File: config.mk
export PLATFORM = sky130hd
export DESIGN_NAME = instr_loader
export DESIGN_NICKNAME = d
export VERILOG_FILES = /design/src/rtl/instr_loader.sv
export SDC_FILE = /design/constraint.sdc
export NUM_CORES = 1
export LEC_CHECK = 0
export BUFFER_PORTS_ARGS = -buffer_cell sky130_fd_sc_hd__buf_2
export CELL_PAD_IN_SITES_DETAIL_PLACEMENT = 1
export CELL_PAD_IN_SITES_GLOBAL_PLACEMENT = 2
export CORE_MARGIN = 3
export CORE_UTILIZATION = 28
export DETAILED_ROUTE_END_ITERATION = 8
export HOLD_SLACK_MARGIN = 0.03
export MAX_ROUTING_LAYER = met4
export PLACE_DENSITY_LB_ADDON = 0.1
export SYNTH_ARGS = -nofsm -noshare
export SYNTH_HDL_FRONTEND = slang
export SYNTH_SLANG_ARGS = --single-unit
File: constraint.sdc
create_clock -name clk -period 2.5 [get_ports clk]
set_clock_uncertainty 0.2 [all_clocks]
set_input_delay 0.5 -clock clk [delete_from_list [all_inputs] [get_ports clk]]
set_output_delay 0.5 -clock clk [all_outputs]
set_load 0.01 [all_outputs]
File: src/rtl/instr_loader.sv
// instr_loader: assembles big-endian 32-bit words from a byte stream and writes them
// to instruction memory at consecutive word addresses starting at BASE_ADDR.
module instr_loader #(
   parameter logic [31:0] BASE_ADDR = 32'h0000_0000,
   parameter int          MAX_WORDS = 256
) (
   input  logic        clk,
   input  logic        rst,
   input  logic        start,
   input  logic [15:0] word_count,
   input  logic        in_valid,
   input  logic [7:0]  in_data,
   output logic        in_ready,
   output logic        wr_en,
   output logic [31:0] wr_addr,
   output logic [31:0] wr_data,
   output logic        busy,
   output logic        done
);
   localparam logic [15:0] MAX = 16'(MAX_WORDS);
   typedef enum logic [1:0] {IDLE, COLLECT, WRITE, DONE} state_t;
   state_t      state, state_nx;
   logic [15:0] count, words, words_nx, sat_count;
   logic [1:0]  bytes;
   logic        accept, start_ok;
   assign in_ready  = state == COLLECT;
   assign wr_en     = state == WRITE;
   assign busy      = state == COLLECT || state == WRITE;
   assign done      = state == DONE;
   assign accept    = in_valid && in_ready;
   assign start_ok  = start && (state == IDLE || state == DONE);
   assign sat_count = word_count > MAX ? MAX : word_count;
   assign words_nx  = words + 16'd1;
   always_comb begin
      state_nx = state;
      case (state)
         IDLE, DONE: state_nx = start ? (sat_count == 16'd0 ? DONE : COLLECT) : state;
         COLLECT:    state_nx = accept && bytes == 2'd3 ? WRITE : COLLECT;
         WRITE:      state_nx = words_nx == count ? DONE : COLLECT;
         default:    state_nx = IDLE;
      endcase
   end
   always_ff @(posedge clk) begin
      if (rst) state <= IDLE;
      else     state <= state_nx;
   end
   // Shifting each byte in from the bottom leaves the first byte in [31:24] after four accepts.
   always_ff @(posedge clk) begin
      if (rst) begin
         count   <= '0;
         words   <= '0;
         bytes   <= '0;
         wr_addr <= BASE_ADDR;
         wr_data <= '0;
      end else begin
         if (start_ok) begin
            count   <= sat_count;
            words   <= '0;
            bytes   <= '0;
            wr_addr <= BASE_ADDR;
         end
         if (accept) begin
            wr_data <= {wr_data[23:0], in_data};
            bytes   <= bytes + 2'd1;
         end
         if (state == WRITE) begin
            wr_addr <= wr_addr + 32'd4;
            words   <= words_nx;
         end
      end
   end
endmodule

# [Yosys cells after proc, flatten, opt, wreduce, memory -nomap -nowiden]
# Index checks and enable logic that the tools add are counted.
[totals] input_bits=28 register_bits=100 output_inout_bits=68 word_cells=38
[classes] magnitude_cmp=1 reduce_logical=10 addsub=3 n_eq_ne=6 mux=12
[op_table] cell="two-way mux 32 bit" count=2
[op_table] cell="two-way mux 16 bit" count=3
[op_table] cell="adder 32 x 3 -> 32 bit (second input constant)" count=1
[op_table] cell="adder 16 x 1 -> 16 bit (second input constant)" count=1
[op_table] cell="== test 16 bit" count=1
[op_table] cell="> comparator 16 x 9 -> 1 bit (second input constant)" count=1
[op_table] cell="logical NOT 16 bit" count=1
[op_table] cell="two-way mux 2 bit" count=6
[op_table] cell="== test 2 bit (second input constant)" count=3
[op_table] cell="case mux 2 bit (3 select lines)" count=1
[op_table] cell="nonzero test 2 bit" count=2
[op_table] cell="logical AND 1 bit" count=3
[op_table] cell="adder 2 x 1 -> 2 bit (second input constant)" count=1
[op_table] cell="== test 2 x 1 -> 1 bit (second input constant)" count=1
[op_table] cell="logical NOT 2 bit" count=1
[op_table] cell="logical OR 1 bit" count=2
[op_table] cell="inequality test 2 bit (second input constant)" count=1
[op_table] cell="OR reduction 2 bit" count=1

# [Longest topological paths before layout]
[logic_depth] word_depth=6 mapped_depth=9 mapped_depth_nobuf=8

# [Least setup slack after synthesis]
# OpenSTA, ideal clock, no wires.
[synth_path] path_kind="flip-flop to flip-flop" from="register words[0]" to="register state[1]" t_arrival_ns=2.186 setup_time_ns=0.087 period_less_slack_ns=2.473 required_time_ns=2.213 path_stages_with_launch=8 path_slack_ns=0.027 n_path_buf=0 path_cell_list="dfxtp_1 ha_1 nand3_1 nor4_1 xnor2_1 nor2_1 or4_1 o31ai_1"
[synth_via] elab_chain_cells=4
[synth_rtl] item="from (decl)" line="23" rtl="logic [15:0] count, words, words_nx, sat_count;"
[synth_rtl] item="from (signal assigned)" line="68" rtl="words <= words_nx;"
[synth_rtl] item="adder 16 x 1 -> 16 bit" line="33" rtl="assign words_nx = words + 16'd1;"
[synth_rtl] item="== test 16 bit" line="39" rtl="WRITE: state_nx = words_nx == count ? DONE : COLLECT;"
[synth_rtl] item="two-way mux 2 bit" line="39"
[synth_rtl] item="case mux 2 bit (3 select lines)" line="36" rtl="case (state)"
[synth_rtl] item="to (signal assigned)" line="45" rtl="else state <= state_nx;"
[synth_rtl] item="to (decl)" line="22" rtl="state_t state, state_nx;"
# No other way between the ends.
# A chain may end at the register's enable or synchronous reset.

# [Worst setup path in the final report]
[layout_path] from="register state[0]" to="register wr_addr[31]"
[layout_via] elab_chain_cells=4 word_cells_on_any_way=7 cone_classes="eq/ne (2); mux (1); reduce/logical (4)"
[layout_rtl] item="== test 2 bit / logical NOT 2 bit (equally long branches)" line="31" rtl="assign start_ok = start && (state == IDLE || state == DONE);"
[layout_rtl] item="logical OR 1 bit" line="31"
[layout_rtl] item="logical AND 1 bit" line="31"
[layout_rtl] item="nonzero test 2 bit (no source line)"
[layout_rtl] item="to (signal assigned)" line="67" rtl="wr_addr <= wr_addr + 32'd4;"
[layout_rtl] item="to (decl)" line="15" rtl="output logic [31:0] wr_addr,"
# Parallel ways exist; a longest one is shown, timed or not.

==> results.cfg <==
[status]
outcome = complete, no violations

[clock_network]
cts_tree = built
worstSkewPairLatency_ns = 0.35
cts.sinks = 98
cts_resized = 0
cts_max_level = 3
clockBufferDepth = 2
clk_pin_slew_ns = 0.07
hold_buffers = 0
post_cts_buffers = 0
numCtsBuffers = 9
clock-root-buffer = clkbuf_16

[yosys]
syn_avg_cell_area_sq_um = 7.87
synthFlopType = dfxtp_1
synth_compound_gate_area_share_pct = 18.1
synth-simple-area-share_pct = 29.3
synthXorXnorAreaFrac_pct = 3.53
synth_seq_cells = 98
synth_warnings = 0
synth_area_leaders = dfxtp_1 (42%), nand2_1 (9.1%), a21oi_1 (7.3%)
synth_top_family_by_area = simple AND/OR/NAND/NOR gates
muxShareOfSynthArea_pct = 1.43
yosys.area.top_type = dfxtp_1
synth-edff-count = 0
synthArstFlopShare_pct = 0
ys_types = 66
synth_top_area_share_pct = 41.6
synth_cells = 599
synth_seq_area_share_pct = 41.6
synthAdderAreaFrac_pct = 1.59
syn-cell-area_sq_um = 4710

[finish]
layout.nets = 736
drive_gt1_share_pct = 23.2
areaGrowthSynthToFinish_pct = 25.1
fillers = 1988
postLayoutCellArea_sq_um = 5900

[detailed_routing]
vias = 4659
drc_errors = 0
dr.pass1.iters = 4
wire_per_inst_microns = 16.6
ant_nets = 0
wirelength_mm = 15.3
routed_via_density = 5.04
dr.first_iter.drc_count = 148

[power_and_ir_drop]
net-switching-power_uw = 764
power_uw = 3180
combPwrFrac_pct = 6.1
switching_share_pct = 24.0
ir_worst_vdd_mv = 0.323
p_clk_share_pct = 44.2
power_density_nw_per_um2 = 539
pwr-share-seq_pct = 49.7
p_int_uw = 2420
power.leakage_uw = 0.00232

[sta]
setup_ws_ns = 0.168
fin_crit_sh_pct = 93.3
finalSetupTns_ns = 0
worst_pin_slew_ns = 0.518
fmax_ghz = 0.429
period_minus_slack_ns = 2.33
maxSlewViolCount = 0
setup_viol = 0
slew_headroom_pct = 65.3
rsz0062_at_grt = no
finalHoldViolations = 0
timing.hold.ws_ns = 0.191

[placement]
postPlaceCellArea_sq_um = 5580
gp_congestion = 0.953
dp_slack_ns = 0.159
hpwl_mm = 11.3
numPortBuffers = 93

[critical_path]
critPathRequiredTime_ns = 2.54
crit_path_start = state[0]
endpoint_kind = flop
r2r-start = state[0]
path_class = reg2reg
cp.arrival_ns = 2.37
worstPathMaxFanout = 5
worst_setup_path_start_kind = flop

[floorplanning]
die-area_sq_um = 18400
die_h_microns = 136
start_util_pct = 29.1
io-pin-count = 96
die_w_microns = 136
core_area_sq_um = 16200
rows = 46

[global_route]
grt_max_degree = 97
grt_pass1_wl_mm = 25.1
antenna_found_initial = 2
grt_usage_pct = 17.5
grt_pass1_vias = 4758
overflow = 0

[min_path]
min_from = in_data[4]
min_path_type = in2reg

[flow_run]
drv_cap = 0
-- Yosys cell counts, types with 7 or more instances --
| master | number |
|---|---|
| a21oi_1 | 69 |
| a22oi_1 | 8 |
| a311oi_1 | 7 |
| and2_1 | 9 |
| and3_1 | 9 |
| clkbuf_1 | 26 |
| dfxtp_1 | 98 |
| inv_1 | 13 |
| nand2_1 | 114 |
| nand3_1 | 29 |
| nand4_1 | 8 |
| nor2_1 | 47 |
| nor3_1 | 18 |
| o21ai_0 | 18 |
| xnor2_1 | 10 |
| xor2_1 | 9 |
-- metrics by stage --
stage               std cells  util, %
floorplan                 600        -
global placement          907     34.5
detailed placement        907     34.5
CTS                       923     36.3
global route              925     36.5
finish                    925     36.5
-- worst paths after layout --
| kind | to | slack (ns) | cells past startpoint |
|---|---|---|---|
| worst max register to register | wr_addr[31] | 0.17 | 8 |
| worst max-delay path | wr_addr[31] | 0.17 | 8 |
| worst min-delay path | wr_data[4] | 0.19 | 3 |
| worst min register to register | wr_data[30] | 0.25 | 2 |
-- routing by layer --
layer	global-route usage, %	vias up	routed length (microns)	part of all wire (%)
li1	-	2322	-	-
met1	23.1	2231	7420	48
met2	26.6	90	7040	46
met3	3.45	16	671	4.4
met4	6.33	0	190	1.2
met5	-	-	0	0
-- kinds of logic (layout without fill, tap and decap cells) --
family | after synthesis | in the layout
fa+ha+maj | 6 | 6
other cells | 1 | 4
xor+xnor | 19 | 19
flops | 98 | 98
simple gates | 281 | 281
mux | 6 | 6
compound gates | 139 | 139
buf+inv | 49 | 156
-- layout by cell type, fill, tap and decap left out, drive strengths merged, types with 3 or more instances in the layout --
cell type and instances:
and2 9, dfxtp 98, o21ai 18, nand3 31
nand3b 4, xor2 9, clkbuf 10, mux2 3
or2 6, mux2i 3, nor4 7, nor2b 3
a31oi 5, clkinv 4, nor2 49, nand4 10
o21a 3, a22oi 8, buf 127, nand2 114
or4 4, xnor2 10, o31a 4, and3 10
ha 6, inv 14, o2111ai 3, nor3 18
nand2b 3, o211ai 4, a21oi 69, a311oi 7
or3 7
-- sequential cells by signal (all words and copies together), names as in the netlist --
register	cells
wr_addr	30
wr_data	32
bytes	2
count	16
words	16
state	2
-- critical path: stages (launching register included) --
cell,delay (ns)
dfxtp_1,0.34
inv_1,0.07
ha_1,0.19
nand3_1,0.18
nor4_2,0.34
nand4_1,0.21
nor2_1,0.17
and3_1,0.18
mux2_2,0.33
-- final cells by class --
class                           instances  area, sq um  area share (%)
Multi-Input combinational cell        453         2570            43.5
Sequential cell                        98         1960            33.3
Timing Repair Buffer                  127          749            12.7
Tap cell                              216          270            4.58
Clock buffer                           10          229            3.88
Clock inverter                          6         66.3            1.12
Inverter                               13         48.8           0.827
Antenna cell                            2         5.00          0.0849
-- power groups by stage --
stage / Clock [uW] / Sequential [uW] / Combinational (uW)
floorplan: 0 / 1620 / 98.9
global placement: 0 / 1620 / 195
detailed placement: 0 / 1620 / 197
global route: 1530 / 1580 / 218
CTS: 1470 / 1580 / 199
finish: 1400 / 1580 / 194
No activity file was read; power rests on OpenSTA's default activity.
